[config.mk]
export PLATFORM = sky130hd
export DESIGN_NAME = execute_unit_pipe
export DESIGN_NICKNAME = d
export VERILOG_FILES = /design/src/rtl/execute_unit_pipe.sv
export SDC_FILE = /design/constraint.sdc
export NUM_CORES = 1
export LEC_CHECK = 0
export CORE_MARGIN = 2
export CORE_UTILIZATION = 33
export DETAILED_ROUTE_END_ITERATION = 16
export HOLD_SLACK_MARGIN = 0.08
export PLACE_DENSITY = 0.58
export RECOVER_POWER = 50
export SYNTH_ARGS = -nofsm -noshare
export SYNTH_HDL_FRONTEND = slang
export SYNTH_SLANG_ARGS = --single-unit
[constraint.sdc]
create_clock -name clk -period 5.97 [get_ports clk]
set_clock_uncertainty 0.15 [all_clocks]
set_input_delay 1.791 -clock clk [delete_from_list [all_inputs] [get_ports clk]]
set_output_delay 1.791 -clock clk [all_outputs]
set_load 0.005 [all_outputs]
[src/rtl/execute_unit_pipe.sv]
// Pipelined execute stage: operand/forward muxes, 1-cycle ALU ops, WIDTH-step shift-add MUL.
// ALU latency 1, MUL latency WIDTH+1; in_ready drops while a MUL runs or an unconsumed result is held.
module execute_unit_pipe #(
  parameter int WIDTH  = 16,
  parameter int FLAG_W = 4
) (
  input  logic              clk,
  input  logic              rst_n,
  input  logic              flush,
  input  logic              in_valid,
  output logic              in_ready,
  input  logic [2:0]        op,
  input  logic              sel_a,
  input  logic              sel_b,
  input  logic              use_imm,
  input  logic [1:0]        fwd_a,
  input  logic [1:0]        fwd_b,
  input  logic              flag_src,
  input  logic [WIDTH-1:0]  data1_val,
  input  logic [WIDTH-1:0]  data2_val,
  input  logic [WIDTH-1:0]  imm_val,
  input  logic [WIDTH-1:0]  fwd_alu,
  input  logic [WIDTH-1:0]  fwd_mem,
  input  logic [FLAG_W-1:0] flags_in,
  input  logic [FLAG_W-1:0] mem_flags,
  output logic              out_valid,
  input  logic              out_ready,
  output logic [WIDTH-1:0]  result,
  output logic [WIDTH-1:0]  result_hi,
  output logic [FLAG_W-1:0] flags_out,
  output logic              busy
);
  localparam int SH_W  = $clog2(WIDTH);
  localparam int CNT_W = $clog2(WIDTH + 1);
  localparam logic [CNT_W-1:0] CNT_ONE  = CNT_W'(1);
  localparam logic [CNT_W-1:0] CNT_INIT = CNT_W'(WIDTH);
  localparam int MSB = WIDTH - 1;

  localparam logic [2:0] OP_PASSA = 3'd0;
  localparam logic [2:0] OP_ADD   = 3'd1;
  localparam logic [2:0] OP_SUB   = 3'd2;
  localparam logic [2:0] OP_AND   = 3'd3;
  localparam logic [2:0] OP_OR    = 3'd4;
  localparam logic [2:0] OP_NOTA  = 3'd5;
  localparam logic [2:0] OP_SHL   = 3'd6;
  localparam logic [2:0] OP_MUL   = 3'd7;

  typedef enum logic {IDLE, MUL_BUSY} state_t;

  state_t             r_state, w_state_nxt;
  logic               r_out_valid;
  logic [WIDTH-1:0]   r_result, r_result_hi;
  logic [FLAG_W-1:0]  r_flags;
  logic [CNT_W-1:0]   r_cnt;
  logic [2*WIDTH-1:0] r_acc, r_mcand;
  logic [WIDTH-1:0]   r_mplier;
  logic               r_flag_src;
  logic [FLAG_W-1:0]  r_mem_flags, r_flags_in;

  logic               w_accept, w_is_mul;
  logic [WIDTH-1:0]   w_a_sel, w_b_sel, w_a, w_b, w_alu;
  logic [WIDTH:0]     w_add, w_sub, w_shl;
  logic [FLAG_W-1:0]  w_flags, w_mul_flags;
  logic [2*WIDTH-1:0] w_prod;

  assign in_ready  = (r_state == IDLE) && (!r_out_valid || out_ready) && !flush;
  assign w_accept  = in_valid && in_ready;
  assign w_is_mul  = (op == OP_MUL);
  assign busy      = (r_state == MUL_BUSY);
  assign out_valid = r_out_valid;
  assign result    = r_result;
  assign result_hi = r_result_hi;
  assign flags_out = r_flags;

  assign w_a_sel = sel_a ? data1_val : data2_val;
  assign w_b_sel = use_imm ? imm_val : (sel_b ? data2_val : {{(WIDTH-1){1'b0}}, 1'b1});
  assign w_a = (fwd_a == 2'b01) ? fwd_alu : (fwd_a == 2'b10) ? fwd_mem : w_a_sel;
  assign w_b = (fwd_b == 2'b01) ? fwd_alu : (fwd_b == 2'b10) ? fwd_mem : w_b_sel;

  // Bit WIDTH of each wide result is the carry / no-borrow / last bit shifted out.
  assign w_add = {1'b0, w_a} + {1'b0, w_b};
  assign w_sub = {1'b0, w_a} + {1'b0, ~w_b} + {{WIDTH{1'b0}}, 1'b1};
  assign w_shl = {1'b0, w_a} << w_b[SH_W-1:0];

  always_comb begin
    w_alu   = w_a;
    w_flags = flags_in;
    case (op)
      OP_ADD: begin
        w_alu      = w_add[WIDTH-1:0];
        w_flags[2] = w_add[WIDTH];
        w_flags[3] = (w_a[MSB] == w_b[MSB]) && (w_add[MSB] != w_a[MSB]);
      end
      OP_SUB: begin
        w_alu      = w_sub[WIDTH-1:0];
        w_flags[2] = w_sub[WIDTH];
        w_flags[3] = (w_a[MSB] != w_b[MSB]) && (w_sub[MSB] != w_a[MSB]);
      end
      OP_AND:  w_alu = w_a & w_b;
      OP_OR:   w_alu = w_a | w_b;
      OP_NOTA: w_alu = ~w_a;
      OP_SHL: begin
        w_alu = w_shl[WIDTH-1:0];
        if (w_b[SH_W-1:0] != '0) w_flags[2] = w_shl[WIDTH];
      end
      default: w_alu = w_a;
    endcase
    w_flags[0] = (w_alu == '0);
    w_flags[1] = w_alu[MSB];
    if (flag_src) w_flags = mem_flags;
  end

  assign w_prod = r_acc + (r_mplier[0] ? r_mcand : '0);

  always_comb begin
    w_mul_flags    = r_flags_in;
    w_mul_flags[0] = (w_prod == '0);
    w_mul_flags[1] = w_prod[MSB];
    w_mul_flags[2] = |w_prod[2*WIDTH-1:WIDTH];
    w_mul_flags[3] = 1'b0;
    if (r_flag_src) w_mul_flags = r_mem_flags;
  end

  always_comb begin
    w_state_nxt = r_state;
    if (flush) begin
      w_state_nxt = IDLE;
    end else begin
      case (r_state)
        IDLE:     if (w_accept && w_is_mul) w_state_nxt = MUL_BUSY;
        MUL_BUSY: if (r_cnt == CNT_ONE) w_state_nxt = IDLE;
        default:  w_state_nxt = IDLE;
      endcase
    end
  end

  always_ff @(posedge clk or negedge rst_n) begin
    if (!rst_n) r_state <= IDLE;
    else        r_state <= w_state_nxt;
  end

  always_ff @(posedge clk or negedge rst_n) begin
    if (!rst_n) begin
      r_out_valid <= 1'b0;
      r_result    <= '0;
      r_result_hi <= '0;
      r_flags     <= '0;
      r_cnt       <= '0;
      r_acc       <= '0;
      r_mcand     <= '0;
      r_mplier    <= '0;
      r_flag_src  <= 1'b0;
      r_mem_flags <= '0;
      r_flags_in  <= '0;
    end else if (flush) begin
      r_out_valid <= 1'b0;
      r_cnt       <= '0;
    end else begin
      if (out_ready) r_out_valid <= 1'b0;
      if (w_accept) begin
        if (w_is_mul) begin
          r_acc       <= '0;
          r_mcand     <= {{WIDTH{1'b0}}, w_a};
          r_mplier    <= w_b;
          r_cnt       <= CNT_INIT;
          r_flag_src  <= flag_src;
          r_mem_flags <= mem_flags;
          r_flags_in  <= flags_in;
        end else begin
          r_result    <= w_alu;
          r_result_hi <= '0;
          r_flags     <= w_flags;
          r_out_valid <= 1'b1;
        end
      end else if (r_state == MUL_BUSY) begin
        r_acc    <= w_prod;
        r_mcand  <= r_mcand << 1;
        r_mplier <= r_mplier >> 1;
        r_cnt    <= r_cnt - CNT_ONE;
        if (r_cnt == CNT_ONE) begin
          r_result    <= w_prod[WIDTH-1:0];
          r_result_hi <= w_prod[2*WIDTH-1:WIDTH];
          r_flags     <= w_mul_flags;
          r_out_valid <= 1'b1;
        end
      end
    end
  end
endmodule

Word level (Yosys, flattened, before mapping)
Index checks and enable logic that the tools add are counted.
- input bits: 104
- output and inout bits: 39
- flip-flop bits (word level): 128
- word-level logic and storage cells: 111
- bitwise logic cells: 6
- multiplexer cells: 49
- add/sub/neg operators: 5
- reduce and logical (&&, ||, !) cells: 20
- shift operators: 1
- equal/unequal tests: 19
- operators by type and width (cell ; number):
    16-bit 2-to-1 mux ; 18
    32-bit 2-to-1 mux ; 7
    16-bit one-hot mux with 6 select lines ; 1
    16-bit by 16-bit adder with 17-bit output ; 2
    32-bit adder ; 1
    32-bit zero test ; 1
    16-bit NOT ; 2
    4-bit 2-to-1 mux ; 6
    5-bit 2-to-1 mux ; 4
    17-bit by 1-bit adder with 17-bit output, second input constant ; 1
    16-bit by 4-bit << shifter with 17-bit output ; 1
    16-bit bitwise AND ; 1
    16-bit zero test ; 1
    16-bit OR ; 1
    16-bit OR reduction ; 1
    3-bit equality test, second input constant ; 4
    1-bit 2-to-1 mux ; 10
    3-bit by 2-bit equality test with 1-bit output, second input constant ; 2
    1-bit logical AND ; 6
    3-bit AND reduction ; 2
    5-bit by 1-bit equality test with 1-bit output, second input constant ; 1
    5-bit by 1-bit subtractor with 5-bit output, second input constant ; 1
    2-bit by 1-bit equality test with 1-bit output, second input constant ; 2
    2-bit equality test, second input constant ; 2
    16 further kinds ; 22

Longest topological paths before layout
- depth in word-level cells: 13
- mapped depth: 21
- gate-level depth less buffers: 18

Worst setup path after synthesis
Ideal clock, no wire load.
- path type: input port to flip-flop
- start point: input port sel_b
- end point: register r_flags[0] (netlist: flags_out[0])
- data required time: 5.755 ns
- data arrival time: 5.551 ns
- stages: 17
- setup time: 0.065 ns
- buffers on the path: 2
- setup slack: 0.204 ns
- path through: nor2b_1 -> clkbuf_1 -> a22oi_1 -> and2_1 -> o31ai_1 -> inv_1 -> ha_1 -> clkbuf_1 -> or3_1 -> o41ai_2 -> a31oi_1 -> xor2_1 -> a21oi_1 -> a22oi_1 -> or4b_1 -> nor4_2 -> o211a_1
- longest elaborated chain between the ends: 12
- elaborated cells between the ends (all ways): 16
- classes of those cells: add/sub (3); shift (1); mux (8); bitwise (3); reduce/logical (1)
- RTL lines (what ; RTL line ; source):
    from (decl) ; 14 ; input logic sel_b,
    16-bit 2-to-1 mux (*) (2 in a row) ; 76 ; assign w_b_sel = use_imm ? imm_val : (sel_b ? data2_val : {{(WIDTH-1){1'b0}}, 1'b1});
    16-bit 2-to-1 mux (*) (2 in a row) ; 78 ; assign w_b = (fwd_b == 2'b01) ? fwd_alu : (fwd_b == 2'b10) ? fwd_mem : w_b_sel;
    16-bit NOT ; 82 ; assign w_sub = {1'b0, w_a} + {1'b0, ~w_b} + {{WIDTH{1'b0}}, 1'b1};
    16-bit by 16-bit adder with 17-bit output ; 82 ;
    17-bit by 1-bit adder with 17-bit output ; 82 ;
    16-bit one-hot mux with 6 select lines (*) ; 88 ; case (op)
    16-bit zero test (*) ; 108 ; w_flags[0] = (w_alu == '0);
    4-bit 2-to-1 mux (*) ; 110 ; if (flag_src) w_flags = mem_flags;
    4-bit 2-to-1 mux (*) ; 161 ; if (w_is_mul) begin
    4-bit 2-to-1 mux (*) ; 160 ; if (w_accept) begin
    to (signal assigned) ; 172 ; r_flags <= w_flags;
    to (signal assigned) ; 183 ; r_flags <= w_mul_flags;
    to (decl) ; 53 ; logic [FLAG_W-1:0] r_flags;
Every way passes the cells marked *; elsewhere a longest branch is shown, timed or not. The select of a mux whose other input is x is not followed.
A chain may end at the register's enable or synchronous reset.

Worst setup path in the final report
- start point: input port data2_val[0]
- end point: register r_flags[0] (netlist: flags_out[0])
- longest elaborated chain between the ends: 12
- elaborated cells between the ends (all ways): 20
- classes of those cells: add/sub (3); shift (1); mux (11); bitwise (4); reduce/logical (1)
- RTL lines (what ; RTL line ; source):
    from (decl) ; 20 ; input logic [WIDTH-1:0] data2_val,
    16-bit 2-to-1 mux (2 in a row) ; 76 ;
    16-bit 2-to-1 mux (2 in a row) ; 78 ;
    16-bit NOT ; 82 ;
    16-bit by 16-bit adder with 17-bit output ; 82 ;
    17-bit by 1-bit adder with 17-bit output ; 82 ;
    16-bit one-hot mux with 6 select lines (*) ; 88 ;
    16-bit zero test (*) ; 108 ;
    4-bit 2-to-1 mux (*) ; 110 ;
    4-bit 2-to-1 mux (*) ; 161 ;
    4-bit 2-to-1 mux (*) ; 160 ;
Marks and branches as above.

==> impl_metrics.py <==
metrics = {
    "die": {
        "die_w_um": 197,
        "coreArea_um2": 36600,
        "rows": 70,
        "io_pins": 143,
        "dieHeight_um": 197,
        "die-area_um2": 38800,
        "start_util": 0.335,
    },
    "detailed_routing": {
        "drt_first_iter_violations": 936,
        "drc": 0,
        "wl_mm": 45.0,
        "dr.pass1.iters": 5,
        "vias_per_cell": 5.55,
        "avgRoutedWirePerCell_um": 19.1,
        "num_vias": 13100,
        "ant_nets": 0,
    },
    "final_layout": {
        "n_antenna_cell": 0,
        "final_common_cell": "buf_4",
        "fin_nets": 2073,
        "final_design_area_no_fill_um2": 16600,
        "drive_gt1_frac": 0.185,
        "area_delta_synth_final_pct": 35.2,
        "layout_common_cells": "buf_4 (224), nand2_1 (188), a21oi_1 (140), nor2_1 (140), o21ai_0 (133)",
    },
    "yosys": {
        "synth_edf_count": 0,
        "syn_nets": 1784,
        "syn-cell-area_um2": 12300,
        "synthCells": 1591,
        "synthArstFlopShare": 1.00,
        "synth.avg_cell_area_um2": 7.71,
        "ys_warn_count": 0,
        "yosysSeqAreaShare": 0.261,
        "synth-seq-cells": 128,
        "yosysUniqueCellTypes": 90,
        "ys.flop_type": "dfrtp_1",
    },
    "sta": {
        "hold_violations": 0,
        "rsz0062_at_grt": "false",
        "setup_slack_ns": 0.127,
        "max_clock_freq_mhz": 171,
        "drv_slew": 131,
        "timing.setup.tns_ns": 0,
        "setup_violations": 0,
        "tightest_slew_ns": 2.47,
        "min_period_over_period": 0.979,
        "holdWs_ns": 0.322,
        "slew_headroom": -0.644,
        "fin_crit_ns": 5.84,
    },
    "place": {
        "hpwl_mm": 35.7,
        "numPortBuffers": 140,
        "post-place-ws_ns": -0.655,
        "place_congestion": 0.969,
        "dpl_cell_area_um2": 15600,
    },
    "setup_path": {
        "end_kind": "flop",
        "startpoint_type": "input port",
        "worst-setup-path-type": "input port to flop",
        "required_ns": 6.19,
        "path_max_fanout": 3,
        "crit_arrival_ns": 6.06,
    },
    "global_routing": {
        "grt_pass1_wl_mm": 70.8,
        "grt_max_degree": 97,
        "grt_use_total": 0.232,
        "grt_pass1_vias": 13100,
        "antenna_found_initial": 0,
        "grt_overflow": 0,
    },
    "clocking": {
        "hold_buffers": 0,
        "cts_root_buf": "clkbuf_16",
        "cts.reportedPaths.clkPinSlew_ns": 0.06,
        "cts.htree.levels": 4,
        "clockBufferDepth": 2,
        "cts_buffers": 17,
        "cts_tree": "done",
        "cts_sinks": 128,
        "insertion_delay_ns": 0.43,
    },
    "min_path": {
        "hold_path_class": "flop to flop",
    },
    "job": {
        "drv_cap": 2,
    },
    "status": {
        "status": "finished with violations",
        "violations": "capacitance limit, slew limit",
    },
    "power": {
        "peakVddDrop_mv": 0.169,
        "pwr_density_cell_nw_per_um2": 214,
        "p_leak_nw": 7.57,
    },
}
==> layer usage <==
metal / GRT usage / wire length, µm / vias up / part of all wire
met5: 0 / 0 / - / 0
li1: - / - / 6353 / -
met4: 0.0894 / 1680 / 0 / 0.037
met1: 0.292 / 19700 / 6303 / 0.44
met3: 0.0214 / 1730 / 78 / 0.038
met2: 0.408 / 21900 / 375 / 0.49
==> critical path, stage by stage <==
cell and delay (ns):
clkdlybuf4s50_1 0.46, nor3b_2 0.27, buf_4 0.16, o311ai_2 0.11
nand2_2 0.09, inv_1 0.05, ha_1 0.21, fa_1 0.49
nand2b_1 0.14, a211oi_1 0.08, buf_4 0.15, o21bai_4 0.15
a32oi_2 0.11, buf_4 0.18, xor2_1 0.16, a211oi_2 0.29
a22oi_2 0.12, or4b_4 0.56, nor4_4 0.27, o211a_1 0.20
==> registers in the layout, summed over array words and instances, names as in the netlist <==
register,flops
r_mcand,32
r_acc,32
r_flag_src,1
r_mplier,16
r_mem_flags,4
out_valid,1
busy,1
result_hi,16
flags_out,4
result,16
r_cnt,5
==> kinds of logic (layout without fill, tap and decap cells) <==
kind of cell	after synthesis	after routing	synth area share
buffers and inverters	174	476	0.0569
AOI/OAI and AO/OA	561	561	0.299
xor gates and xnor gates	47	47	0.0335
and+or+nand+nor	527	527	0.204
muxes	64	64	0.0530
DFF	128	128	0.261
adders and majority gates	90	90	0.0928
==> metrics by stage <==
| step | total power, mW | std cells | util |
|---|---|---|---|
| 2_1_floorplan | 1.71 | 1591 | - |
| 3_3_place_gp | 2.38 | 2324 | 0.427 |
| 3_5_place_dp | 2.40 | 2324 | 0.427 |
| 4_1_cts | 3.50 | 2356 | 0.445 |
| 5_1_grt | 3.73 | 2361 | 0.453 |
| 6_report | 3.54 | 2361 | 0.453 |
==> layout make-up <==
type | count | area, µm²
inverter | 71 | 269
clock buffer | 18 | 429
sequential | 128 | 3200
timing repair buffer | 373 | 3230
clock inverter | 14 | 180
fill | 3704 | 20000
multi-input combinational | 1289 | 8690
tap | 468 | 586
==> path summary, 6_finish.rpt <==
path / from / endpoint / slack (ns) / depth (start not counted)
setup / recovery: data2_val[0] / flags_out[0] / 0.13 / 20
hold / removal: result_hi[14] / result_hi[14] / 0.32 / 2
setup reg to reg: r_mplier[0] / flags_out[2] / 1.23 / 15
hold reg to reg: result_hi[14] / result_hi[14] / 0.32 / 2
max in group asynchronous: rst_n / r_mplier[3] / 1.26 / 2
min in group asynchronous: rst_n / r_acc[11] / 1.91 / 1
==> Yosys cell counts, types with 4 or more instances <==
cell | n | area [µm²]
nand3b_1 | 4 | 30.0
and3_1 | 8 | 50.1
ha_1 | 87 | 1090
a211oi_1 | 33 | 248
nor2_1 | 144 | 541
a21oi_1 | 147 | 736
o221ai_1 | 9 | 78.8
or3_1 | 6 | 37.5
o31ai_1 | 10 | 75.1
o211ai_1 | 18 | 135
mux2_2 | 7 | 78.8
nor2b_1 | 26 | 163
nor3_1 | 15 | 75.1
nand2_1 | 190 | 713
a21o_1 | 17 | 128
a211o_1 | 6 | 52.6
nand4_1 | 9 | 56.3
nor3b_1 | 7 | 52.6
a31oi_1 | 16 | 100
mux2i_1 | 56 | 561
o21ai_1 | 5 | 25.0
and3b_1 | 4 | 35.0
nand2b_1 | 15 | 93.8
buf_1 | 7 | 26.3
xor2_1 | 17 | 149
o21a_1 | 6 | 45.0
a22oi_1 | 19 | 143
buf_2 | 13 | 65.1
a221oi_1 | 13 | 114
dfrtp_1 | 128 | 3200
clkbuf_1 | 78 | 293
xnor2_1 | 30 | 263
o21bai_1 | 10 | 75.1
nor4_1 | 8 | 50.1
o22ai_1 | 19 | 119
or2_2 | 7 | 43.8
inv_1 | 67 | 251
nand3_1 | 17 | 85.1
a32oi_1 | 7 | 61.3
o21ai_0 | 136 | 681
and2_1 | 49 | 307
a22o_1 | 50 | 438
==> what timing repair did <==
| action | 4_1_cts | 5_1_grt |
|---|---|---|
| endpoints found under the setup margin | 1 | 9 |
| gates resized for setup | 11 | 60 |
| pin swaps | 1 | 26 |
| setup buffers | 0 | 5 |
==> report_power, final <==
part           total (mW)  leakage (nW)  switching [mW]  internal [mW]
combinational        1.45          5.54           0.773          0.678
sequential           1.01          1.74          0.0611          0.946
clock                1.08         0.292           0.422          0.663
total                3.54          7.57            1.26           2.29
Note: power is estimated with default switching activity, not from simulation.
